==> src/rtl/regfile_pkg.sv <==
// Shared constants and helpers for the register-file write/read port logic.
package regfile_pkg;

   localparam int NREGS    = 32;
   localparam int REGNUM_W = 5;
   localparam int DATA_W   = 32;
   localparam logic [REGNUM_W-1:0] ZERO_REG = 5'd0;

   function automatic logic [NREGS-1:0] onehot_decode(input logic [REGNUM_W-1:0] regnum);
      logic [NREGS-1:0] vec;
      vec         = '0;
      vec[regnum] = 1'b1;
      return vec;
   endfunction

endpackage

==> src/rtl/regfile_write_arbiter_rr_pick.sv <==
// Combinational round-robin picker: first eligible index at or after ptr_i,
// wrapping modulo NUM_REQ.
module rr_pick #(
   parameter int NUM_REQ = 2,
   parameter int PTR_W   = (NUM_REQ > 1) ? $clog2(NUM_REQ) : 1
) (
   input  logic [NUM_REQ-1:0] elig_i,
   input  logic [PTR_W-1:0]   ptr_i,
   output logic [PTR_W-1:0]   winner_o,
   output logic               any_o
);

   always_comb begin
      int               idx;
      logic [PTR_W-1:0] idxSel;
      logic             found;
      winner_o = '0;
      any_o    = 1'b0;
      idx      = 0;
      idxSel   = '0;
      found    = 1'b0;
      for (int i = 0; i < NUM_REQ; i++) begin
         idx = int'(ptr_i) + i;
         if (idx >= NUM_REQ) idx = idx - NUM_REQ;
         idxSel = PTR_W'(idx);
         if (!found && elig_i[idxSel]) begin
            found    = 1'b1;
            winner_o = idxSel;
         end
      end
      any_o = found;
   end

endmodule

==> src/rtl/regfile_write_arbiter.sv <==
// Round-robin arbiter sharing the register file's single write port between
// NUM_REQ writeback sources; writes to register 0 are granted but discarded.
module regfile_write_arbiter #(
   parameter int NUM_REQ = 2,
   parameter int DATA_W  = 32,
   parameter int NREGS   = 32
) (
   input  logic                      clk,
   input  logic                      reset,
   input  logic [NUM_REQ-1:0]        req,
   input  logic [NUM_REQ*5-1:0]      regnum,
   input  logic [NUM_REQ*DATA_W-1:0] d,
   output logic [NUM_REQ-1:0]        gnt,
   output logic [NREGS-1:0]          wr_enable,
   output logic [4:0]                wr_regnum,
   output logic [DATA_W-1:0]         wr_data,
   output logic                      busy
);
   import regfile_pkg::*;

   localparam int PTR_W = (NUM_REQ > 1) ? $clog2(NUM_REQ) : 1;

   logic [NUM_REQ-1:0]  gnt_q, gnt_d, elig;
   logic [NREGS-1:0]    wr_enable_q, wr_enable_d;
   logic [REGNUM_W-1:0] wr_regnum_q, wr_regnum_d, selRegnum;
   logic [DATA_W-1:0]   wr_data_q, wr_data_d, selData;
   logic [PTR_W-1:0]    ptr_q, ptr_d, winIdx;
   logic                winAny;

   // Last cycle's grant masks its owner so it can drop or update req in time.
   assign elig = req & ~gnt_q;
   assign busy = |elig;

   rr_pick #(
      .NUM_REQ(NUM_REQ),
      .PTR_W  (PTR_W)
   ) u_pick (
      .elig_i  (elig),
      .ptr_i   (ptr_q),
      .winner_o(winIdx),
      .any_o   (winAny)
   );

   always_comb begin
      selRegnum = '0;
      selData   = '0;
      for (int i = 0; i < NUM_REQ; i++) begin
         if (int'(winIdx) == i) begin
            selRegnum = regnum[i*REGNUM_W +: REGNUM_W];
            selData   = d[i*DATA_W +: DATA_W];
         end
      end
   end

   always_comb begin
      gnt_d       = '0;
      wr_enable_d = '0;
      wr_regnum_d = wr_regnum_q;
      wr_data_d   = wr_data_q;
      ptr_d       = ptr_q;
      if (winAny) begin
         gnt_d[winIdx] = 1'b1;
         wr_regnum_d   = selRegnum;
         wr_data_d     = selData;
         if (selRegnum != ZERO_REG) wr_enable_d = onehot_decode(selRegnum);
         ptr_d = (int'(winIdx) == NUM_REQ - 1) ? '0 : winIdx + 1'b1;
      end
   end

   always_ff @(posedge clk) begin
      if (!reset) begin
         gnt_q       <= '0;
         wr_enable_q <= '0;
         wr_regnum_q <= '0;
         wr_data_q   <= '0;
         ptr_q       <= '0;
      end else begin
         gnt_q       <= gnt_d;
         wr_enable_q <= wr_enable_d;
         wr_regnum_q <= wr_regnum_d;
         wr_data_q   <= wr_data_d;
         ptr_q       <= ptr_d;
      end
   end

   assign gnt       = gnt_q;
   assign wr_enable = wr_enable_q;
   assign wr_regnum = wr_regnum_q;
   assign wr_data   = wr_data_q;

endmodule

==> config.mk <==
export PLATFORM = sky130hd
export DESIGN_NAME = regfile_write_arbiter
export DESIGN_NICKNAME = d
export VERILOG_FILES = /design/src/rtl/regfile_pkg.sv /design/src/rtl/regfile_write_arbiter_rr_pick.sv /design/src/rtl/regfile_write_arbiter.sv
export SDC_FILE = /design/constraint.sdc
export NUM_CORES = 1
export LEC_CHECK = 0
export CAP_MARGIN = 5
export CORE_ASPECT_RATIO = 1.25
export CORE_MARGIN = 2
export CORE_UTILIZATION = 40
export DETAILED_ROUTE_END_ITERATION = 8
export GPL_ROUTABILITY_DRIVEN = 0
export PLACE_DENSITY = 0.82
export SLEW_MARGIN = 20
export SYNTH_ARGS = -nofsm -noshare
export SYNTH_HDL_FRONTEND = slang
export SYNTH_SLANG_ARGS = --single-unit
==> constraint.sdc <==
create_clock -name clk -period 2.6 [get_ports clk]
set_input_delay 0.39 -clock clk [delete_from_list [all_inputs] [get_ports clk]]
set_output_delay 0.39 -clock clk [all_outputs]
set_load 0.01 [all_outputs]
==> results.cfg <==
[cells_and_area]
n_fill_cell = 740
multi_input_area_um2 = 1810
mostFrequentLayoutCells = clkdlybuf4s50_1, nor3_1, dfxtp_1
diodes = 0
layout.area.seq_um2 = 1440
nets = 603
finish.utilization_pct = 60.8
drive_above_1_share_pct = 5.85
syn_to_final_growth_pct = 49.6
final_common_cell = clkdlybuf4s50_1

[worst_setup_path]
crit_required_ns = 2.21
endpoint_kind = output pin
arrival_ns = 1.63
critPathLaunchType = primary input
critPathMaxFanout = 4
crit_type = in2out

[flow_run]
maxCapViolations = 0

[timing]
tns_ns = 0
finalMaxSlewViolations = 0
max_slew_margin_pct = 46.2
max_freq_mhz = 496
skew_ns = 0.00577
setup_violations = 0
hold_viol_final = 0
rsz0062_at_grt = no
tightestPinTransition_ns = 0.804
final.min_clock_period_ns = 2.02
fin_crit_sh_pct = 77.6

[synth]
yosysWarnings = 0
netlist_instances = 413
yosysSeqAreaShare_pct = 41.4
syn-num-nets = 491
synth.distinct_cells = 25
ys_ff_latch = 72
syn-cell-area_um2 = 3480
syn_area_per_cell_um2 = 8.43

[grt]
grt_pass1_vias = 3804
track_usage_pct = 24.3
grt_overflow = 0
antenna_found_initial = 0
grt_max_degree = 107
grt_pass1_wl_um = 18500

[routing]
wl_met3_um = 952
wirelength_um = 11600
vias = 3933
viasPerCell = 6.24
top_layer = met4
drt_pass1_iterations = 5
wl_per_cell_um = 18.5
initialDrtViolationCount = 326
met2_length_um = 5850
ant_nets = 0
drcViolationCount = 0
drt-met1-wl_um = 4520

[status]
outcome = complete, no violations

[place]
portBuffers = 149
place_hpwl_um = 7360

[clocking]
cts_max_level = 3
hold_buffers = 0
cts_inserted_buffers = 9
postCtsSetupRepairBufs = 0
clock_sinks = 72
cts_tree = done
clock_path_buffers = 2
root_buffer = clkbuf_8
clk_latency_ns = 0.34
clk_pin_slew_ns = 0.07
cts-resized-gates = 0

[floorplanning]
die_w_um = 87.4
design.die.area_um2 = 9470
pin_count = 150
die_y_um = 108
start_util_pct = 40.7
rows = 38
core_area_um2 = 8560

[power_and_ir_drop]
p_per_area_nw_per_um2 = 578
vdd_ir_drop_max_mv = 0.338
p_leak_nw = 1.72

[min_path]
holdCritPathClass = reg2reg
-- synth_stat cells, drive strengths merged --
master,instances,area share [%]
nor3,77,11
dfxtp,72,41
a211oi,37,8.0
o31ai,37,8.0
a21oi,31,4.5
clkbuf,31,3.3
nand4,31,5.6
o211ai,29,6.3
buf,28,4.3
nor2b,7,1.3
nor3b,7,1.7
and3b,6,1.5
nor2,5,0.54
and2,3,0.54
and3,3,0.54
nand2b,2,0.36
o2111ai,2,0.50
o21ai,2,0.29
conb,1,0.11
nand2,1,0.11
or3b,1,0.25
-- final cells by class --
class / count / area share, %
Multi-Input combinational cell: 282 / 34.7
Tap cell: 100 / 2.40
Sequential cell: 72 / 27.7
Clock inverter: 5 / 1.99
Clock buffer: 11 / 2.72
Timing Repair Buffer: 160 / 30.5
-- critical path, stage by stage --
cell and delay, ns:
clkdlybuf4s50_1 0.52, nand2b_1 0.09, nand2_1 0.09, clkdlybuf4s50_1 0.54
-- cell families after synthesis --
group	count (synthesis)	share of synthesized area (%)
AO/OA/AOI/OAI	138	27.5
buffers and inverters	59	7.62
flip-flops	72	41.4
other	1	0.108
AND/OR/NAND/NOR	143	23.4
-- stage by stage --
step                      hold WS (ns)  total power (W)  cells  worst slack, ns  cell area (um^2)
after global routing             0.597          0.00311    630            0.500              5210
after detailed placement         0.544          0.00192    614            0.541              4960
final                            0.561          0.00301    630            0.583              5210
after CTS                        0.568          0.00301    630            0.573              5210
after floorplan                  0.588          0.00157    413             1.18              3480
after global placement           0.537          0.00191    614            0.436              4950
-- flip-flops by register name, indices dropped and copies added (netlist names) --
register,cells
gnt,2
wr_regnum,5
ptr_q,1
wr_data,32
wr_enable,32
-- power by group --
group          internal, W  switching, W  total, W
clock             0.000665      0.000435   0.00110
combinational     0.000325      0.000369  0.000694
sequential         0.00117     0.0000409   0.00121
-- per-layer routing --
metal | vias up | track usage, %
li1 | 1821 | -
met1 | 1851 | 29.3
met2 | 228 | 41.5
met3 | 33 | 4.20
met4 | 0 | 11.2
met5 | - | 0
-- worst paths after layout --
path	slack (ns)	from	endpoint	cells after the start
max reg2reg	0.98	gnt[1]	wr_enable[10]	4
max	0.58	req[0]	busy	4
min reg2reg	0.56	wr_data[12]	wr_data[12]	2
min	0.56	wr_data[12]	wr_data[12]	2
(Power assumes the default switching activity.)
